[config.mk]
export PLATFORM = sky130hd
export DESIGN_NAME = sdram_cmd_responder
export DESIGN_NICKNAME = d
export VERILOG_FILES = /design/src/rtl/sdram_cmd_responder.sv
export SDC_FILE = /design/constraint.sdc
export NUM_CORES = 1
export LEC_CHECK = 0
export CORE_MARGIN = 8
export CORE_UTILIZATION = 40
export DETAILED_ROUTE_END_ITERATION = 12
export HOLD_SLACK_MARGIN = 0.1
export PLACE_DENSITY = 0.51
export SYNTH_ARGS = -nofsm -noshare
export SYNTH_HDL_FRONTEND = slang
export SYNTH_SLANG_ARGS = --single-unit
export TNS_END_PERCENT = 10
[constraint.sdc]
create_clock -name clk -period 11.45 [get_ports clk]
set_clock_uncertainty 0.2 [all_clocks]
set_input_delay 1.7175 -clock clk [delete_from_list [all_inputs] [get_ports clk]]
set_output_delay 1.7175 -clock clk [all_outputs]
set_load 0.02 [all_outputs]
[src/rtl/sdram_cmd_responder.sv]
// Stands in for the SDRAM device on the controller's command bus: decodes commands, tracks
// init/mode/open banks, flags tRP/tMRD/tRFC/tRCD and protocol errors, serves bursts from 64x16.
//
// init state   | meaning
// ST_PRE_A     | expecting PRE all-banks (A10=1)
// ST_LMR_EXT   | expecting LMR to extended mode register (BA=01)
// ST_LMR_MODE  | expecting LMR to mode register (BA=00)
// ST_PRE_B     | expecting second PRE all-banks
// ST_REF_A     | expecting first AREF
// ST_REF_B     | expecting second AREF
// ST_LMR_FINAL | expecting final LMR (BA=00); initDone rises next cycle
`timescale 1ns/1ps
module sdram_cmd_responder #(
   parameter int tRP  = 3,
   parameter int tMRD = 2,
   parameter int tRFC = 11,
   parameter int tRCD = 2
) (
   input  logic        clk,
   input  logic        rst_n,
   input  logic        sd_CKE,
   input  logic        sd_CS,
   input  logic        sd_RAS,
   input  logic        sd_CAS,
   input  logic        sd_WE,
   input  logic [12:0] sd_A,
   input  logic [1:0]  sd_BA,
   input  logic [15:0] wrData,
   output logic [15:0] rdData,
   output logic        rdValid,
   output logic [12:0] modeReg,
   output logic [12:0] extModeReg,
   output logic [3:0]  bankOpen,
   output logic        initDone,
   output logic        violation,
   output logic [2:0]  violationCode
);
   localparam logic [2:0] CMD_LMR  = 3'b000;
   localparam logic [2:0] CMD_AREF = 3'b001;
   localparam logic [2:0] CMD_PRE  = 3'b010;
   localparam logic [2:0] CMD_ACT  = 3'b011;
   localparam logic [2:0] CMD_WR   = 3'b100;
   localparam logic [2:0] CMD_RD   = 3'b101;
   localparam logic [2:0] CMD_NOP  = 3'b111;
   // Down-counters are loaded with tX-1 so a nonzero count at a later edge means k < tX.
   localparam logic [7:0] TRP_LD  = 8'(tRP - 1);
   localparam logic [7:0] TMRD_LD = 8'(tMRD - 1);
   localparam logic [7:0] TRFC_LD = 8'(tRFC - 1);
   localparam logic [7:0] TRCD_LD = 8'(tRCD - 1);

   typedef enum logic [2:0] {
      ST_PRE_A, ST_LMR_EXT, ST_LMR_MODE, ST_PRE_B, ST_REF_A, ST_REF_B, ST_LMR_FINAL
   } init_state_t;

   init_state_t      state_q, state_d;
   logic             init_done_q, init_done_d;
   logic [12:0]      mode_q, mode_d, ext_q, ext_d;
   logic [3:0]       bank_open_q, bank_open_d;
   logic [3:0][12:0] row_q, row_d;
   logic [7:0]       trp_q, trp_d, tmrd_q, tmrd_d, trfc_q, trfc_d;
   logic [3:0][7:0]  trcd_q, trcd_d;
   logic             viol_q, viol_d;
   logic [2:0]       vcode_q, vcode_d;
   logic             burst_wr_q, burst_wr_d;
   logic [1:0]       burst_bank_q, burst_bank_d;
   logic [3:0]       burst_col_q, burst_col_d, burst_mask_q, burst_mask_d;
   logic [2:0]       burst_left_q, burst_left_d;
   logic [2:0]       pipe_vld_q, pipe_vld_d;
   logic [2:0][15:0] pipe_dat_q, pipe_dat_d;
   logic             rd_valid_q, rd_valid_d;
   logic [15:0]      rd_data_q, rd_data_d;
   logic [15:0]      mem_q [64];

   logic [2:0] cmd, err_code;
   logic       is_lmr, is_aref, is_pre, is_act, is_wr, is_rd, is_rw, is_nop;
   logic       step_match, rw_ok, act_ok, cl3, rd_beat, mem_we;
   logic [7:0] err;
   logic [3:0] bl_mask;
   logic [5:0] rd_addr, mem_waddr;
   logic [15:0] mem_wdata;
   logic       unused_row;

   function automatic logic [3:0] wrap_inc(input logic [3:0] col, input logic [3:0] mask);
      return (col & ~mask) | ((col + 4'd1) & mask);
   endfunction

   always_comb begin
      cmd = CMD_NOP;
      if (sd_CKE && !sd_CS) cmd = {sd_RAS, sd_CAS, sd_WE};
      is_lmr  = cmd == CMD_LMR;
      is_aref = cmd == CMD_AREF;
      is_pre  = cmd == CMD_PRE;
      is_act  = cmd == CMD_ACT;
      is_wr   = cmd == CMD_WR;
      is_rd   = cmd == CMD_RD;
      is_rw   = is_wr || is_rd;
      is_nop  = cmd == CMD_NOP || cmd == 3'b110;
      step_match = 1'b0;
      case (state_q)
         ST_PRE_A, ST_PRE_B:        step_match = is_pre && sd_A[10];
         ST_LMR_EXT:                step_match = is_lmr && sd_BA == 2'b01;
         ST_LMR_MODE, ST_LMR_FINAL: step_match = is_lmr && sd_BA == 2'b00;
         ST_REF_A, ST_REF_B:        step_match = is_aref;
         default:                   step_match = 1'b0;
      endcase
      err[0] = !init_done_q && !is_nop && (is_rw || !step_match);
      err[1] = !is_nop && trp_q != 8'd0;
      err[2] = !is_nop && tmrd_q != 8'd0;
      err[3] = !is_nop && trfc_q != 8'd0;
      err[4] = is_rw && trcd_q[sd_BA] != 8'd0;
      err[5] = is_rw && !bank_open_q[sd_BA];
      err[6] = is_act && bank_open_q[sd_BA];
      err[7] = (is_lmr || is_aref) && |bank_open_q;
      err_code = 3'd0;
      for (int i = 7; i >= 0; i--) if (err[i]) err_code = 3'(i);
      rw_ok  = is_rw && init_done_q && bank_open_q[sd_BA];
      act_ok = is_act && !bank_open_q[sd_BA];
      case (mode_q[2:0])
         3'b001:  bl_mask = 4'd1;
         3'b010:  bl_mask = 4'd3;
         3'b011:  bl_mask = 4'd7;
         default: bl_mask = 4'd0;
      endcase
      cl3 = mode_q[6:4] == 3'b011;
   end

   always_comb begin
      state_d     = state_q;
      init_done_d = init_done_q;
      mode_d      = mode_q;
      ext_d       = ext_q;
      bank_open_d = bank_open_q;
      row_d       = row_q;
      trp_d  = (trp_q  != 8'd0) ? trp_q  - 8'd1 : 8'd0;
      tmrd_d = (tmrd_q != 8'd0) ? tmrd_q - 8'd1 : 8'd0;
      trfc_d = (trfc_q != 8'd0) ? trfc_q - 8'd1 : 8'd0;
      for (int b = 0; b < 4; b++) trcd_d[b] = (trcd_q[b] != 8'd0) ? trcd_q[b] - 8'd1 : 8'd0;
      viol_d  = |err;
      vcode_d = (|err) ? err_code : vcode_q;

      if (!init_done_q && !is_nop) begin
         if (step_match) begin
            case (state_q)
               ST_PRE_A:     state_d = ST_LMR_EXT;
               ST_LMR_EXT:   state_d = ST_LMR_MODE;
               ST_LMR_MODE:  state_d = ST_PRE_B;
               ST_PRE_B:     state_d = ST_REF_A;
               ST_REF_A:     state_d = ST_REF_B;
               ST_REF_B:     state_d = ST_LMR_FINAL;
               ST_LMR_FINAL: init_done_d = 1'b1;
               default:      state_d = ST_PRE_A;
            endcase
         end else begin
            state_d = ST_PRE_A;
         end
      end

      if (is_pre) begin
         trp_d = TRP_LD;
         if (sd_A[10]) bank_open_d = 4'b0000;
         else          bank_open_d[sd_BA] = 1'b0;
      end
      if (is_lmr) begin
         tmrd_d = TMRD_LD;
         if (sd_BA == 2'b00)      mode_d = sd_A;
         else if (sd_BA == 2'b01) ext_d  = sd_A;
      end
      if (is_aref) trfc_d = TRFC_LD;
      if (act_ok) begin
         bank_open_d[sd_BA] = 1'b1;
         row_d[sd_BA]       = sd_A;
         trcd_d[sd_BA]      = TRCD_LD;
      end

      // An accepted READ/WRITE restarts the burst engine, cutting off any burst in flight.
      burst_wr_d   = burst_wr_q;
      burst_bank_d = burst_bank_q;
      burst_col_d  = burst_col_q;
      burst_mask_d = burst_mask_q;
      burst_left_d = burst_left_q;
      mem_we    = 1'b0;
      mem_waddr = 6'd0;
      mem_wdata = wrData;
      rd_beat   = 1'b0;
      rd_addr   = 6'd0;
      if (rw_ok) begin
         burst_wr_d   = is_wr;
         burst_bank_d = sd_BA;
         burst_mask_d = bl_mask;
         burst_col_d  = wrap_inc(sd_A[3:0], bl_mask);
         burst_left_d = bl_mask[2:0];
         mem_we    = is_wr;
         rd_beat   = is_rd;
         mem_waddr = {sd_BA, sd_A[3:0]};
         rd_addr   = {sd_BA, sd_A[3:0]};
      end else if (burst_left_q != 3'd0) begin
         burst_left_d = burst_left_q - 3'd1;
         burst_col_d  = wrap_inc(burst_col_q, burst_mask_q);
         mem_we    = burst_wr_q;
         rd_beat   = !burst_wr_q;
         mem_waddr = {burst_bank_q, burst_col_q};
         rd_addr   = {burst_bank_q, burst_col_q};
      end

      pipe_vld_d = {1'b0, pipe_vld_q[2:1]};
      pipe_dat_d = {16'h0000, pipe_dat_q[2:1]};
      if (rd_beat) begin
         if (cl3) begin
            pipe_vld_d[2] = 1'b1;
            pipe_dat_d[2] = mem_q[rd_addr];
         end else begin
            pipe_vld_d[1] = 1'b1;
            pipe_dat_d[1] = mem_q[rd_addr];
         end
      end
      rd_valid_d = pipe_vld_q[0];
      rd_data_d  = pipe_vld_q[0] ? pipe_dat_q[0] : 16'h0000;
   end

   always_ff @(posedge clk or negedge rst_n) begin
      if (!rst_n) begin
         state_q      <= ST_PRE_A;
         init_done_q  <= 1'b0;
         mode_q       <= '0;
         ext_q        <= '0;
         bank_open_q  <= '0;
         row_q        <= '0;
         trp_q        <= '0;
         tmrd_q       <= '0;
         trfc_q       <= '0;
         trcd_q       <= '0;
         viol_q       <= 1'b0;
         vcode_q      <= '0;
         burst_wr_q   <= 1'b0;
         burst_bank_q <= '0;
         burst_col_q  <= '0;
         burst_mask_q <= '0;
         burst_left_q <= '0;
         pipe_vld_q   <= '0;
         pipe_dat_q   <= '0;
         rd_valid_q   <= 1'b0;
         rd_data_q    <= '0;
      end else begin
         state_q      <= state_d;
         init_done_q  <= init_done_d;
         mode_q       <= mode_d;
         ext_q        <= ext_d;
         bank_open_q  <= bank_open_d;
         row_q        <= row_d;
         trp_q        <= trp_d;
         tmrd_q       <= tmrd_d;
         trfc_q       <= trfc_d;
         trcd_q       <= trcd_d;
         viol_q       <= viol_d;
         vcode_q      <= vcode_d;
         burst_wr_q   <= burst_wr_d;
         burst_bank_q <= burst_bank_d;
         burst_col_q  <= burst_col_d;
         burst_mask_q <= burst_mask_d;
         burst_left_q <= burst_left_d;
         pipe_vld_q   <= pipe_vld_d;
         pipe_dat_q   <= pipe_dat_d;
         rd_valid_q   <= rd_valid_d;
         rd_data_q    <= rd_data_d;
      end
   end

   always_ff @(posedge clk) begin
      if (mem_we) mem_q[mem_waddr] <= mem_wdata;
   end

   // Open rows are kept for visibility only; the array is addressed by bank and column.
   assign unused_row    = ^row_q;
   assign rdData        = rd_data_q;
   assign rdValid       = rd_valid_q;
   assign modeReg       = mode_q;
   assign extModeReg    = ext_q;
   assign bankOpen      = bank_open_q;
   assign initDone      = init_done_q;
   assign violation     = viol_q;
   assign violationCode = vcode_q;
endmodule

==> flow_metrics.tcl, run 1 <==
set metrics [dict create \
    total_power_w 0.00948 \
    wire_per_inst_um 29.9 \
    viasPerCell 5.98 \
    switching_share 0.221 \
    syn_to_final_growth_pct 14.9 \
    setup_viol_count_final 0 \
    synth_seq_area_share 0.745 \
    io_pins 90 \
    drv_slew 1 \
    min_path_type "flop to flop" \
    cp.required_ps 11840 \
    fin_nets 3328 \
    power.share.sequential 0.524 \
    cts_buffers 130 \
    die_x_um 359 \
    yosys_warnings 0 \
    root_buffer "clkbuf_16" \
    postSynthAreaPerCell_um2 15.1 \
    async_flop_share 0.146 \
    tightest_slew_ps 1470 \
    yosysTopAreaCellShare 0.652 \
    port-buffer-count 89 \
    worstPathMaxFanout 49 \
    cts_resized 0 \
    p_per_area_mw_per_mm2 175 \
    arrival_ps 7970 \
    p_int_w 0.00739 \
    finalCritPeriodShare 0.662 \
    finalWirelength_um 147000 \
    insertion_delay_ps 740 \
    ys_types 70 \
    drc_errors 0 \
    yosys_register_bits 1199 \
    htreeDepth 4 \
    clock-sinks 1199 \
    violations "max-capacitance violations, max-slew violations" \
    die_h_um 359 \
    n_fill_cell 10133 \
    p_clk_frac 0.424 \
    rsz0062_at_grt "no" \
    path_clk_slew_ps 60 \
    cts.path.max_buffers 3 \
    slew_headroom -0.00625 \
    regArea_mm2 0.0351 \
    synth_area_mm2 0.0471 \
    grt_max_degree 79 \
    final_core_util 0.461 \
    ant_nets 0 \
    crit_type "primary input to flop" \
    max_clock_freq_mhz 132 \
    synth_cells 3131 \
    grt_overflow 0 \
    leakagePower_nw 19.1 \
    synth_edf_count 1024 \
    grt_pass1_vias 29022 \
    cts_tree "done" \
    p_sw_w 0.00209 \
    coreArea_mm2 0.117 \
    gp_congestion 0.836 \
    power.share.combinational 0.052 \
    peakVddDrop_mv 0.129 \
    synth_nets 3187 \
    ys_top_cells_by_area "edfxtp_1 (65%), dfrtp_1 (9.3%), a21oi_1 (2.9%)" \
    status "complete, but fails checks" \
    drt_iter0_drc 3528 \
    antenna_found_initial 7 \
    hpwl_um 84900 \
    cp-end-kind "flop" \
    final_hold_viol_count 0 \
    start_kind "primary input" \
    drive_gt1_frac 0.133 \
    period_minus_slack_ps 7580 \
    yosys.cell_count.top_type "edfxtp_1" \
    setup_tns_ps 0 \
    synth_top_area_cell "edfxtp_1" \
    synth-main-ff-cell "edfxtp_1" \
    multi_input_area_mm2 0.0110 \
    postCtsHoldBufs 0 \
    grt_pass1_wl_um 211000 \
    fp-row-count 126 \
    gr-usage-all-layers 0.222 \
    post_cts_buffers 0 \
    drv_cap 1 \
    synth.top_cells.by_count "edfxtp_1 (1,024), a21oi_1 (274), o21ai_0 (213)" \
    vias 29397 \
    initial_core_util 0.401 \
    first_pass_iters 9 \
    die-area_mm2 0.129 \
]
## cell families after synthesis
kind of cell,synth area share
flops,0.745
compound gates,0.112
simple gates,0.0624
buf+inv,0.0229
mux,0.0449
xor+xnor,0.00780
fa+ha+maj,0.00478
## layer usage
metal  track usage  share of wire
met3        0.0447          0.080
met1         0.298           0.41
met2         0.357           0.47
met5             0        0.00010
met4        0.0839          0.037
## placed cells by master (no fill, tap or decap), types with 12 or more instances in the layout
master              n
nor2_1            189
a221o_1            44
a2111oi_0          25
nand3_1           180
buf_2              19
xor2_1             17
xnor2_1            25
inv_1              27
a222oi_1           73
nor3_1             12
clkinv_2           17
dfrtp_1           175
o41ai_1            12
a221oi_1           25
nor4_1             18
clkinv_1           23
o21ai_0           211
a31oi_1            13
mux2_1             16
nand2b_1           14
buf_4             133
mux2_2             83
and2_1             20
nand2_1           106
clkbuf_1           40
clkbuf_16         136
a21oi_1           274
ha_1               18
edfxtp_1         1024
o22ai_1            72
mux2i_1            98
clkdlybuf4s50_1    72
## registers in the layout, indices dropped and copies added, names as in the netlist, 4 cells and up, named ones only
register,flops
pipe_dat_d,16
pipe_dat_q,32
rdData,16
trfc_q,8
trcd_q,32
mem_q,1024
trp_q,8
extModeReg,13
tmrd_q,8
modeReg,13
bankOpen,4
## power by group through the flow
stage          sequential (W)  combinational, W  clock, W
2_1_floorplan         0.00505          0.000274         0
3_3_place_gp          0.00504          0.000466         0
3_5_place_dp          0.00505          0.000499         0
4_1_cts               0.00496          0.000503   0.00409
5_1_grt               0.00498          0.000560   0.00426
6_report              0.00497          0.000494   0.00402
## critical path, stage by stage
cell	delay, ps
clkdlybuf4s50_1	850
mux4_2	770
and4_4	450
nor2_4	190
buf_4	500
buf_4	580
mux2_1	370
a2111oi_0	1250
o22ai_1	460
nor4_2	640
a21oi_1	150
## stage by stage
step	setup WS [ps]	instances	instance area [um^2]	hold slack, ps
2_1_floorplan	6400	3131	47100	131
3_5_place_dp	3250	4676	50100	136
5_1_grt	3900	4912	54100	163
6_report	3870	4919	54200	154
4_1_cts	4010	4912	54100	152
3_3_place_gp	3070	4672	50000	140
## final cells by class
| cell class | instances | share of cell area |
|---|---|---|
| inverter | 27 | 0.00187 |
| multi-input combinational | 1687 | 0.204 |
| clock inverter | 55 | 0.00846 |
| sequential | 1199 | 0.649 |
| clock buffer | 181 | 0.0669 |
| tap | 1536 | 0.0355 |
| antenna | 7 | 0.000323 |
| timing repair buffer | 227 | 0.0345 |
## final timing paths
kind,start,to,slack [ps],cells after the start
setup / recovery,sd_BA[0],pipe_dat_d[6],3870,11
hold / removal,pipe_dat_d[13],pipe_dat_q[13],150,0
setup reg to reg,bankOpen[2],pipe_dat_d[6],5370,10
hold reg to reg,pipe_dat_d[13],pipe_dat_q[13],150,0
max in group asynchronous,rst_n,pipe_dat_q[3],8110,3
min in group asynchronous,rst_n,trp_q[5],790,1
No activity file was read; power rests on OpenSTA's default activity.
==> run 2, diff against run 1 <==
PLACE_DENSITY = 0.53   (was 0.51)
clock period = 6.37 ns   (was 11.45 ns; I/O delays follow)
==> flow_metrics.tcl, run 2 (synthesis gave the netlist of run 1 again) <==
set metrics [dict create \
    hpwl_um 85100 \
    drive_gt1_frac 0.147 \
    top_layer_used "met5" \
    vias 29388 \
    root_buffer "clkbuf_16" \
    insertion_delay_ps 700 \
    period_minus_slack_ps 5480 \
    cp.required_ps 6700 \
    post_cts_buffers 0 \
    grt_max_degree 168 \
    grt_overflow 0 \
    crit_type "primary input to flop" \
    gp_congestion 0.858 \
    worst_slack_ps 893 \
    die-area_mm2 0.129 \
    die_x_um 359 \
    drv_cap 0 \
    syn_to_final_growth_pct 15.9 \
    port-buffer-count 89 \
    gr-usage-all-layers 0.218 \
    worstPathMaxFanout 19 \
    wire_per_inst_um 29.2 \
    final_hold_viol_count 0 \
    clock-sinks 1199 \
    antenna_found_initial 5 \
    grt_pass1_vias 29337 \
    largest_register_ffs 1024 \
    finalWirelength_um 145000 \
    io_pins 90 \
    viasPerCell 5.93 \
    status "finished, final reports clean" \
    mostFrequentLayoutCells "edfxtp_1 (1,024), a21oi_1 (274), o21ai_0 (213), nor2_1 (189), nand3_1 (180)" \
    met3_length_um 11300 \
    drt_iter0_drc 3691 \
    slew_headroom 0.109 \
    met2_length_um 68100 \
    largest_register "mem_q" \
    path_clk_slew_ps 60 \
    drc_errors 0 \
    peakVddDrop_mv 0.243 \
    min_path_type "flop to flop" \
    p_per_area_mw_per_mm2 309 \
    n_fill_cell 10150 \
    cts.path.max_buffers 3 \
    grt_pass1_wl_um 210000 \
    max_clock_freq_mhz 183 \
    stdcell_area_mm2 0.0546 \
    pre_cts_slack_ps 168 \
    cts_resized 0 \
    drt-met1-wl_um 59800 \
    placed_area_mm2 0.0507 \
    rsz0062_at_grt "no" \
    coreArea_mm2 0.117 \
    die_h_um 359 \
    cts_tree "done" \
    htreeDepth 3 \
    fp-row-count 126 \
    tightest_slew_ps 1340 \
    fin_nets 3367 \
    setup_viol_count_final 0 \
    whs_ps 150 \
    setup_tns_ps 0 \
    reg2reg_setup_slack_ps 1150 \
    final_common_cell "edfxtp_1" \
    arrival_ps 5800 \
    ant_nets 0 \
    cp-end-kind "flop" \
    drv_slew 0 \
    finalCritPeriodShare 0.860 \
    reg_top3 "mem_q: 1024 flops, pipe_dat_q: 32 flops, trcd_q: 32 flops" \
    first_pass_iters 8 \
    start_kind "primary input" \
    cts_buffers 120 \
    initial_core_util 0.401 \
    leakagePower_nw 19.3 \
]
==> run 2: changes by cell type in the layout (fill, tap and decap cells not counted), moves of 3 or more <==
cell       change
buf_4         +29
buf_12        +22
clkbuf_1      -15
clkbuf_16     -12
clkinv_2      +12
clkbuf_8       +6
clkinv_1       -6
bufinv_16      +5
clkinv_8       -5
diode_2        -4
buf_2          -3
==> run 2: layout make-up <==
type / instances / area, um^2 / area share
multi-input cells: 1687 / 11000 / 0.202
flip-flops and latches: 1199 / 35100 / 0.643
diodes: 3 / 7.51 / 0.000137
inverters: 27 / 101 / 0.00185
well taps: 1536 / 1920 / 0.0352
clock inverters: 63 / 586 / 0.0107
clock buffers: 161 / 3360 / 0.0614
repair buffers: 276 / 2520 / 0.0461
==> run 2: path summary, 6_finish.rpt <==
check | start | endpoint | cells after the start
setup / recovery | sd_BA[0] | pipe_dat_d[8] | 12
hold / removal | pipe_vld_q[1] | pipe_vld_q[0] | 0
setup reg to reg | burst_left_q[0] | pipe_dat_d[8] | 14
min in group asynchronous | rst_n | trp_q[1] | 2
hold reg to reg | pipe_vld_q[1] | pipe_vld_q[0] | 0
max in group asynchronous | rst_n | pipe_dat_q[5] | 3
==> run 2: critical path, stage by stage <==
cell and delay (ps):
clkdlybuf4s50_1 510, mux4_2 700, and4_4 290, nor2_4 800, buf_12 290, buf_4 220, mux2_1 340, a2111oi_0 790
o22ai_1 330, nor4_2 340, buf_4 150, a21oi_1 60
==> run 2: report_power, final <==
part / switching, W / internal (W) / total [W]
Combinational: 0.000542 / 0.000354 / 0.000897
Clock: 0.00296 / 0.00409 / 0.00705
Sequential: 0.000186 / 0.00874 / 0.00893
==> run 2: per-layer routing <==
metal	GRT usage	up-vias
met1	0.294	15168
met2	0.354	1325
li1	-	12648
met5	0	-
met4	0.0767	4
met3	0.0406	243
==> run 2: stage by stage <==
step / utilization / power (W) / std cells
after floorplan: - / 0.00957 / 3131
after global placement: 0.432 / 0.00990 / 4724
after detailed placement: 0.432 / 0.00998 / 4724
after CTS: 0.465 / 0.0170 / 4949
after global routing: 0.465 / 0.0174 / 4949
final: 0.465 / 0.0169 / 4952
==> run 2: repair_timing <==
item | 4_1_cts | 5_1_grt
endpoints found under the setup margin | 0 | 0
hold buffers | 1 | 0
hold endpoints to repair | 18 | 0
